`config.mk`:
```
export PLATFORM = sky130hd
export DESIGN_NAME = stack_frame_engine
export DESIGN_NICKNAME = d
export VERILOG_FILES = /design/src/rtl/stack_frame_pkg.sv /design/src/rtl/stack_frame_sp_unit.sv /design/src/rtl/stack_frame_engine.sv
export SDC_FILE = /design/constraint.sdc
export NUM_CORES = 1
export LEC_CHECK = 0
export CELL_PAD_IN_SITES_DETAIL_PLACEMENT = 1
export CELL_PAD_IN_SITES_GLOBAL_PLACEMENT = 1
export CORE_UTILIZATION = 42
export DETAILED_ROUTE_END_ITERATION = 8
export GPL_TIMING_DRIVEN = 0
export PLACE_DENSITY = 0.88
export SLEW_MARGIN = 20
export SYNTH_ARGS = -nofsm -noshare
export SYNTH_HDL_FRONTEND = slang
export SYNTH_SLANG_ARGS = --single-unit
```
`constraint.sdc`:
```
create_clock -name i_clk -period 11.4 [get_ports i_clk]
set_input_delay 1.14 -clock i_clk [delete_from_list [all_inputs] [get_ports i_clk]]
set_output_delay 1.14 -clock i_clk [all_outputs]
set_load 0.02 [all_outputs]
```
`src/rtl/stack_frame_pkg.sv`:
```
// -----------------------------------------------------------------------------
// stack_frame_pkg
// Shared definitions for the stack frame engine:
//   cmd_op_e    - command opcode encodings carried on i_cmd_op
//   state_e     - sequencer states (IDLE, PUSH, POP_RD, POP_WB, DONE)
//   op_is_legal - true for the five defined opcodes
// -----------------------------------------------------------------------------
package stack_frame_pkg;

    typedef enum logic [2:0] {
        OP_PUSH1   = 3'b000,
        OP_POP1    = 3'b001,
        OP_SAVE    = 3'b010,
        OP_RESTORE = 3'b011,
        OP_ADJUST  = 3'b100
    } cmd_op_e;

    typedef enum logic [2:0] {
        S_IDLE,
        S_PUSH,
        S_POP_RD,
        S_POP_WB,
        S_DONE
    } state_e;

    function automatic logic op_is_legal(input logic [2:0] op);
        return (op <= 3'(OP_ADJUST));
    endfunction

endpackage

```
`src/rtl/stack_frame_sp_unit.sv`:
```
// -----------------------------------------------------------------------------
// stack_frame_sp_unit
// Owns the stack pointer register, its +/-STEP adders, the ADJUST adder and
// the bound comparators used to vet a whole command at accept time.
// Ports:
//   i_clk, i_rst        clock, asynchronous active-high reset
//   i_op                opcode of the command being offered (for bound check)
//   i_offset            ADJUST signed offset
//   i_dec / i_inc       step SP down / up by STEP this cycle
//   i_load              load the ADJUST result this cycle
//   o_sp                current SP
//   o_sp_dec/_dec2/_inc SP-STEP, SP-2*STEP, SP+STEP
//   o_ovf / o_unf       final SP of the offered command out of bounds
// -----------------------------------------------------------------------------
module stack_frame_sp_unit
    import stack_frame_pkg::*;
#(
    parameter int                DATA_W      = 16,
    parameter int                ADDR_W      = 16,
    parameter int                NREGS       = 4,
    parameter int                STEP        = 2,
    parameter logic [ADDR_W-1:0] SP_RESET    = 16'h0800,
    parameter logic [ADDR_W-1:0] STACK_LIMIT = 16'h0400
) (
    input  logic              i_clk,
    input  logic              i_rst,
    input  logic [2:0]        i_op,
    input  logic [DATA_W-1:0] i_offset,
    input  logic              i_dec,
    input  logic              i_inc,
    input  logic              i_load,
    output logic [ADDR_W-1:0] o_sp,
    output logic [ADDR_W-1:0] o_sp_dec,
    output logic [ADDR_W-1:0] o_sp_dec2,
    output logic [ADDR_W-1:0] o_sp_inc,
    output logic              o_ovf,
    output logic              o_unf
);

    localparam logic signed [ADDR_W:0] L_STEP  = (ADDR_W+1)'(STEP);
    localparam logic signed [ADDR_W:0] L_FRAME = (ADDR_W+1)'(STEP * (NREGS + 1));
    localparam logic signed [ADDR_W:0] L_LIMIT = {1'b0, STACK_LIMIT};
    localparam logic signed [ADDR_W:0] L_TOP   = {1'b0, SP_RESET};

    logic [ADDR_W-1:0]        r_sp;
    logic signed [ADDR_W:0]   w_delta;
    logic signed [ADDR_W:0]   w_final;

    // Net SP movement of the whole command, so a burst is either fully
    // legal or rejected before any memory traffic.
    always_comb begin
        w_delta = '0;
        case (i_op)
            OP_PUSH1:   w_delta = -L_STEP;
            OP_POP1:    w_delta = L_STEP;
            OP_SAVE:    w_delta = -L_FRAME;
            OP_RESTORE: w_delta = L_FRAME;
            OP_ADJUST:  w_delta = (ADDR_W+1)'($signed(i_offset));
            default:    w_delta = '0;
        endcase
    end

    // One extra bit: going below address 0 shows up as negative, i.e. overflow.
    assign w_final = $signed({1'b0, r_sp}) + w_delta;
    assign o_ovf   = (w_final < L_LIMIT);
    assign o_unf   = (w_final > L_TOP);

    assign o_sp      = r_sp;
    assign o_sp_dec  = r_sp - ADDR_W'(STEP);
    assign o_sp_dec2 = r_sp - ADDR_W'(2 * STEP);
    assign o_sp_inc  = r_sp + ADDR_W'(STEP);

    always_ff @(posedge i_clk or posedge i_rst) begin
        if (i_rst) begin
            r_sp <= SP_RESET;
        end else if (i_load) begin
            r_sp <= w_final[ADDR_W-1:0];
        end else if (i_dec) begin
            r_sp <= o_sp_dec;
        end else if (i_inc) begin
            r_sp <= o_sp_inc;
        end
    end

endmodule

```
`src/rtl/stack_frame_engine.sv`:
```
// -----------------------------------------------------------------------------
// stack_frame_engine
// Sequences single-word push/pop, full frame SAVE/RESTORE and SP ADJUST
// against a single-port stack memory.
// Ports:
//   i_clk, i_rst                       clock, asynchronous active-high reset
//   i_cmd_valid/o_cmd_ready            command handshake (ready only in IDLE)
//   i_cmd_op, i_cmd_data, i_cmd_dst    opcode, push word / adjust offset, pop dest
//   i_ret_pc, i_reg_snap               SAVE inputs (reg i at [i*DATA_W +: DATA_W])
//   o_mem_addr/_wdata/_we/_re          stack memory port
//   i_mem_rdata                        read data, valid the cycle after o_mem_re
//   o_wb_valid/_idx/_data              register writeback (idx==NREGS is PC)
//   o_sp                               current stack pointer
//   o_done, o_fault_ovf/_unf/_ill      one-cycle pulses in the DONE cycle
// -----------------------------------------------------------------------------
module stack_frame_engine
    import stack_frame_pkg::*;
#(
    parameter int                DATA_W      = 16,
    parameter int                ADDR_W      = 16,
    parameter int                NREGS       = 4,
    parameter int                STEP        = 2,
    parameter logic [ADDR_W-1:0] SP_RESET    = 16'h0800,
    parameter logic [ADDR_W-1:0] STACK_LIMIT = 16'h0400,
    localparam int               IDX_W       = $clog2(NREGS + 1)
) (
    input  logic                    i_clk,
    input  logic                    i_rst,
    input  logic                    i_cmd_valid,
    output logic                    o_cmd_ready,
    input  logic [2:0]              i_cmd_op,
    input  logic [DATA_W-1:0]       i_cmd_data,
    input  logic [IDX_W-1:0]        i_cmd_dst,
    input  logic [DATA_W-1:0]       i_ret_pc,
    input  logic [NREGS*DATA_W-1:0] i_reg_snap,
    output logic [ADDR_W-1:0]       o_mem_addr,
    output logic [DATA_W-1:0]       o_mem_wdata,
    output logic                    o_mem_we,
    output logic                    o_mem_re,
    input  logic [DATA_W-1:0]       i_mem_rdata,
    output logic                    o_wb_valid,
    output logic [IDX_W-1:0]        o_wb_idx,
    output logic [DATA_W-1:0]       o_wb_data,
    output logic [ADDR_W-1:0]       o_sp,
    output logic                    o_done,
    output logic                    o_fault_ovf,
    output logic                    o_fault_unf,
    output logic                    o_fault_ill
);

    state_e              r_state;
    logic [DATA_W-1:0]   r_regs [NREGS];
    logic [IDX_W-1:0]    r_cnt;
    logic [IDX_W-1:0]    r_ptr;
    logic [ADDR_W-1:0]   r_mem_addr;
    logic [DATA_W-1:0]   r_mem_wdata;
    logic                r_mem_we;
    logic                r_mem_re;
    logic                r_wb_valid;
    logic [IDX_W-1:0]    r_wb_idx;
    logic                r_done;
    logic                r_fault_ovf;
    logic                r_fault_unf;
    logic                r_fault_ill;

    logic                w_accept;
    logic                w_legal;
    logic                w_ovf;
    logic                w_unf;
    logic                w_sp_load;
    logic [ADDR_W-1:0]   w_sp;
    logic [ADDR_W-1:0]   w_sp_dec;
    logic [ADDR_W-1:0]   w_sp_dec2;
    logic [ADDR_W-1:0]   w_sp_inc;

    assign o_cmd_ready = (r_state == S_IDLE);
    assign w_accept    = i_cmd_valid && o_cmd_ready;
    assign w_legal     = op_is_legal(i_cmd_op);
    assign w_sp_load   = w_accept && (i_cmd_op == 3'(OP_ADJUST)) && !w_ovf && !w_unf;

    stack_frame_sp_unit #(
        .DATA_W      (DATA_W),
        .ADDR_W      (ADDR_W),
        .NREGS       (NREGS),
        .STEP        (STEP),
        .SP_RESET    (SP_RESET),
        .STACK_LIMIT (STACK_LIMIT)
    ) u_sp (
        .i_clk     (i_clk),
        .i_rst     (i_rst),
        .i_op      (i_cmd_op),
        .i_offset  (i_cmd_data),
        .i_dec     (r_state == S_PUSH),
        .i_inc     (r_state == S_POP_WB),
        .i_load    (w_sp_load),
        .o_sp      (w_sp),
        .o_sp_dec  (w_sp_dec),
        .o_sp_dec2 (w_sp_dec2),
        .o_sp_inc  (w_sp_inc),
        .o_ovf     (w_ovf),
        .o_unf     (w_unf)
    );

    // SP only moves at the end of each PUSH/POP_WB cycle, so the address
    // registered for the following word is one more step ahead.
    always_ff @(posedge i_clk or posedge i_rst) begin
        if (i_rst) begin
            r_state     <= S_IDLE;
            r_cnt       <= '0;
            r_ptr       <= '0;
            r_mem_addr  <= '0;
            r_mem_wdata <= '0;
            r_mem_we    <= 1'b0;
            r_mem_re    <= 1'b0;
            r_wb_valid  <= 1'b0;
            r_wb_idx    <= '0;
            r_done      <= 1'b0;
            r_fault_ovf <= 1'b0;
            r_fault_unf <= 1'b0;
            r_fault_ill <= 1'b0;
            for (int unsigned i = 0; i < NREGS; i++) begin
                r_regs[i] <= '0;
            end
        end else begin
            r_done      <= 1'b0;
            r_fault_ovf <= 1'b0;
            r_fault_unf <= 1'b0;
            r_fault_ill <= 1'b0;
            case (r_state)
                S_IDLE: begin
                    if (w_accept) begin
                        if (!w_legal) begin
                            r_fault_ill <= 1'b1;
                            r_done      <= 1'b1;
                            r_state     <= S_DONE;
                        end else if (w_ovf) begin
                            r_fault_ovf <= 1'b1;
                            r_done      <= 1'b1;
                            r_state     <= S_DONE;
                        end else if (w_unf) begin
                            r_fault_unf <= 1'b1;
                            r_done      <= 1'b1;
                            r_state     <= S_DONE;
                        end else begin
                            case (i_cmd_op)
                                OP_PUSH1: begin
                                    r_state     <= S_PUSH;
                                    r_mem_we    <= 1'b1;
                                    r_mem_addr  <= w_sp_dec;
                                    r_mem_wdata <= i_cmd_data;
                                    r_cnt       <= '0;
                                end
                                OP_SAVE: begin
                                    r_state     <= S_PUSH;
                                    r_mem_we    <= 1'b1;
                                    r_mem_addr  <= w_sp_dec;
                                    r_mem_wdata <= i_ret_pc;
                                    r_cnt       <= IDX_W'(NREGS);
                                    for (int unsigned i = 0; i < NREGS; i++) begin
                                        r_regs[i] <= i_reg_snap[i*DATA_W +: DATA_W];
                                    end
                                end
                                OP_POP1: begin
                                    r_state    <= S_POP_RD;
                                    r_mem_re   <= 1'b1;
                                    r_mem_addr <= w_sp;
                                    r_ptr      <= i_cmd_dst;
                                    r_cnt      <= '0;
                                end
                                OP_RESTORE: begin
                                    r_state    <= S_POP_RD;
                                    r_mem_re   <= 1'b1;
                                    r_mem_addr <= w_sp;
                                    r_ptr      <= IDX_W'(NREGS - 1);
                                    r_cnt      <= IDX_W'(NREGS);
                                end
                                default: begin
                                    // ADJUST: SP is loaded by the sp unit this cycle.
                                    r_done  <= 1'b1;
                                    r_state <= S_DONE;
                                end
                            endcase
                        end
                    end
                end
                S_PUSH: begin
                    if (r_cnt != '0) begin
                        r_mem_addr  <= w_sp_dec2;
                        r_mem_wdata <= r_regs[0];
                        r_cnt       <= r_cnt - 1'b1;
                        // Registers are consumed from index 0 upward.
                        for (int unsigned i = 0; i + 1 < NREGS; i++) begin
                            r_regs[i] <= r_regs[i+1];
                        end
                    end else begin
                        r_mem_we <= 1'b0;
                        r_done   <= 1'b1;
                        r_state  <= S_DONE;
                    end
                end
                S_POP_RD: begin
                    r_mem_re   <= 1'b0;
                    r_wb_valid <= 1'b1;
                    r_wb_idx   <= r_ptr;
                    r_state    <= S_POP_WB;
                end
                S_POP_WB: begin
                    r_wb_valid <= 1'b0;
                    if (r_cnt != '0) begin
                        r_mem_re   <= 1'b1;
                        r_mem_addr <= w_sp_inc;
                        r_cnt      <= r_cnt - 1'b1;
                        // After reg 0 the last word popped is the PC slot.
                        r_ptr      <= (r_ptr == '0) ? IDX_W'(NREGS) : r_ptr - 1'b1;
                        r_state    <= S_POP_RD;
                    end else begin
                        r_done  <= 1'b1;
                        r_state <= S_DONE;
                    end
                end
                S_DONE: begin
                    r_state <= S_IDLE;
                end
                default: begin
                    r_state <= S_IDLE;
                end
            endcase
        end
    end

    assign o_mem_addr  = r_mem_addr;
    assign o_mem_wdata = r_mem_wdata;
    assign o_mem_we    = r_mem_we;
    assign o_mem_re    = r_mem_re;
    assign o_wb_valid  = r_wb_valid;
    assign o_wb_idx    = r_wb_idx;
    // Read data arrives in the POP_WB cycle itself, so it is forwarded.
    assign o_wb_data   = r_wb_valid ? i_mem_rdata : '0;
    assign o_sp        = w_sp;
    assign o_done      = r_done;
    assign o_fault_ovf = r_fault_ovf;
    assign o_fault_unf = r_fault_unf;
    assign o_fault_ill = r_fault_ill;

endmodule

```
==> impl_metrics.tcl <==
set metrics [dict create \
    cts_tree "done" \
    ys_ff_latch 131 \
    synth_fp_nets 982 \
    holdBufCountCts 0 \
    cts-resized-gates 0 \
    synth_top_flop_cell "dfrtp_1" \
    hold-worst-slack_ns 0.481 \
    synth-compound-area-share_pct 18.5 \
    first_pass_iters 8 \
    synthMuxAreaShare_pct 17.2 \
    final_common_cell "clkdlybuf4s50_1" \
    grt_pass1_wl_um 48700 \
    synth-xor-area-share_pct 4.09 \
    status "complete, no violations" \
    synth_simple_gate_area_share_pct 12.7 \
    io_buffer_count 195 \
    synth_cell_types 73 \
    hpwl_um 22400 \
    setup_tns_ns 0 \
    synthCells 836 \
    start_kind "input pin" \
    skew_ns 0.0175 \
    yosys.area.top_type "dfrtp_1" \
    rsz0062_at_grt "no" \
    r2r_cells 12 \
    grt_max_degree 70 \
    worstPathMaxFanout 10 \
    drc 0 \
    synth.top_cell.area_share_pct 39.0 \
    hold_class "register to register" \
    vias_per_cell 5.99 \
    multi_input_area_mm2 0.00471 \
    initial_utilization_pct 42.9 \
    die_h_um 143 \
    ir_drop_mv 0.144 \
    grt_overflow 0 \
    syn2layout_area_growth_pct 34.9 \
    yosysWarnings 0 \
    leakage_uw 0.00482 \
    drtIter0Drc 632 \
    max_freq_ghz 0.163 \
    n_antenna_cell 0 \
    antenna_found_initial 0 \
    ant_nets 0 \
    synth_area_per_cell_um2 9.98 \
    wire_per_inst_um 23.9 \
    setup_viol 0 \
    clockBufferDepth 2 \
    stdcell_area_mm2 0.0113 \
    end_kind "register" \
    die_w_um 143 \
    clock-root-buffer "clkbuf_16" \
    clkTransAtPathRegs_ns 0.06 \
    layout_common_cells "195 x clkdlybuf4s50_1, 130 x dfrtp_1, 80 x nand2_1" \
    gp_congestion 0.910 \
    htree_levels 4 \
    ys_seq_area_share_pct 39.3 \
    rows 51 \
    tightest_slew_ns 1.01 \
    slew_violations 0 \
    min_period_over_period_pct 53.9 \
    drv_cap 0 \
    hold_path.startpoint "r_cnt[0]$_DFFE_PP0P_" \
    synth_fa_ha_area_share_pct 3.84 \
    cts_buffers 17 \
    postRouteWirelength_um 31800 \
    cts_setup_buffers 0 \
    grt_pass1_vias 8350 \
    grt_usage_pct 31.9 \
    cp.arrival_ns 6.46 \
    regArea_mm2 0.00328 \
    fillerInstances 2116 \
    worst_hold_path.endpoint "r_cnt[0]$_DFFE_PP0P_" \
    cts.sinks 131 \
    critPathKind "input pin to register" \
    min_path_cells 1 \
    core_mm2 0.0195 \
    num_vias 7964 \
    ys_async_sr_fraction_pct 100 \
    drive_above_1_share_pct 13.8 \
    nets 1197 \
    dieArea_mm2 0.0204 \
    final_hold_viol_count 0 \
    post-route-min-period_ns 6.14 \
    synth_top_family_by_area "compound AO/OA/AOI/OAI gates" \
    netlist_area_mm2 0.00834 \
    worstReg2RegEnd "o_mem_addr[3]$_DFFE_PP0P_" \
    ff2ff_setup_slack_ns 6.98 \
    synth_edf_count 0 \
    synth_area_leaders "dfrtp_1 39%, mux2_2 9.3%, a22o_1 5.2%, mux2_1 3.6%, ha_1 3.6%" \
    io_pins 196 \
    clock_latency_ns 0.44 \
    power_density_mw_per_mm2 247 \
    dpl_cell_area_mm2 0.0107 \
    relSlewSlack_pct 32.4 \
    crit_required_ns 11.72 \
    r2r-start "u_sp.o_sp[0]$_DFFE_PP0P_" \
]
per-stage QoR:
step,util (%),std cells,power [uW],setup slack [ns]
4_1_cts,57.8,1329,2750,5.40
6_report,57.8,1329,2770,5.26
2_1_floorplan,-,836,1590,6.61
3_5_place_dp,54.8,1297,2150,5.13
3_3_place_gp,54.6,1296,2090,4.87
5_1_grt,57.8,1329,2900,5.05
final cells by class:
| cell class | count | share of cell area, % |
|---|---|---|
| Multi-Input combinational cell | 630 | 41.8 |
| Sequential cell | 131 | 29.1 |
| Timing Repair Buffer | 196 | 17.6 |
| Clock buffer | 17 | 3.78 |
| Tap cell | 265 | 2.95 |
| Buffer | 58 | 2.59 |
| Clock inverter | 15 | 1.47 |
| Inverter | 17 | 0.634 |
power by group:
group	leakage (uW)	switching [uW]	total, uW	internal [uW]
clock network	0.000290	249	560	311
logic	0.00284	902	1530	625
registers	0.00169	111	687	576
logic make-up after synthesis:
| logic type | after synthesis |
|---|---|
| buffers and inverters | 75 |
| multiplexers | 128 |
| flip-flops | 131 |
| XOR/XNOR | 39 |
| AND/OR/NAND/NOR | 221 |
| AO/OA/AOI/OAI | 217 |
| adder cells (fa/ha/maj) | 25 |
flip-flops by register name (all words and copies together), names as in the netlist:
register	flops
o_mem_wdata	16
o_mem_addr	16
o_fault_ovf	1
o_fault_unf	1
o_mem_re	1
r_state	3
o_wb_idx	3
o_done	1
u_sp.o_sp	16
o_fault_ill	1
o_wb_valid	1
r_ptr	3
r_regs	64
r_cnt	3
o_mem_we	1
worst max-delay path, cell delays in order:
cell and delay (ns):
clkdlybuf4s50_1 0.57, nor2_1 0.56, clkbuf_1 0.42, o21ai_0 0.23
nand2_1 0.12, ha_1 0.29, o21ai_0 0.42, or4b_4 0.25
nand2_2 0.06, or3_1 0.40, and2_4 0.21, o41ai_4 0.53
nand4_2 0.28, a21oi_4 0.49, buf_12 0.20, mux2_4 0.30
synth_stat cells (all sizes together), types with 4 or more instances:
master	n
nor3b	4
buf	22
a211oi	5
nand4	6
nand3	21
o211ai	5
inv	17
a21oi	41
mux2i	25
a31oi	7
a21o	14
nor2	45
and3	7
xnor2	20
mux2	103
a32oi	4
dfrtp	130
a22oi	5
clkbuf	36
xor2	19
and2	23
a22o	50
nor4	4
ha	24
o22ai	12
or3	5
nor3	12
nand2	81
o21ai	44
nand2b	5
metal layers:
metal	wire [um]	vias to the layer above	GRT usage [%]
met5	0	-	0
met4	1170	0	14.4
met3	1780	92	5.00
met2	15300	347	52.6
met1	13600	4040	41.1
li1	-	3485	-
worst max path at each step:
stage | from | to | slack [ns]
finish | i_cmd_op[0] | o_mem_addr[3]$_DFFE_PP0P_ | 5.26
global route | i_cmd_op[0] | o_mem_addr[1]$_DFFE_PP0P_ | 5.05
CTS | i_cmd_op[0] | o_mem_addr[6]$_DFFE_PP0P_ | 5.40
detailed placement | i_cmd_op[0] | o_mem_wdata[2]$_DFFE_PP0P_ | 5.13
global placement | i_rst | u_sp.o_sp[14]$_DFFE_PP0P_ | 4.87
floorplan | i_cmd_op[1] | o_mem_addr[0]$_DFFE_PP0P_ | 6.61
Note: power is estimated with default switching activity, not from simulation.
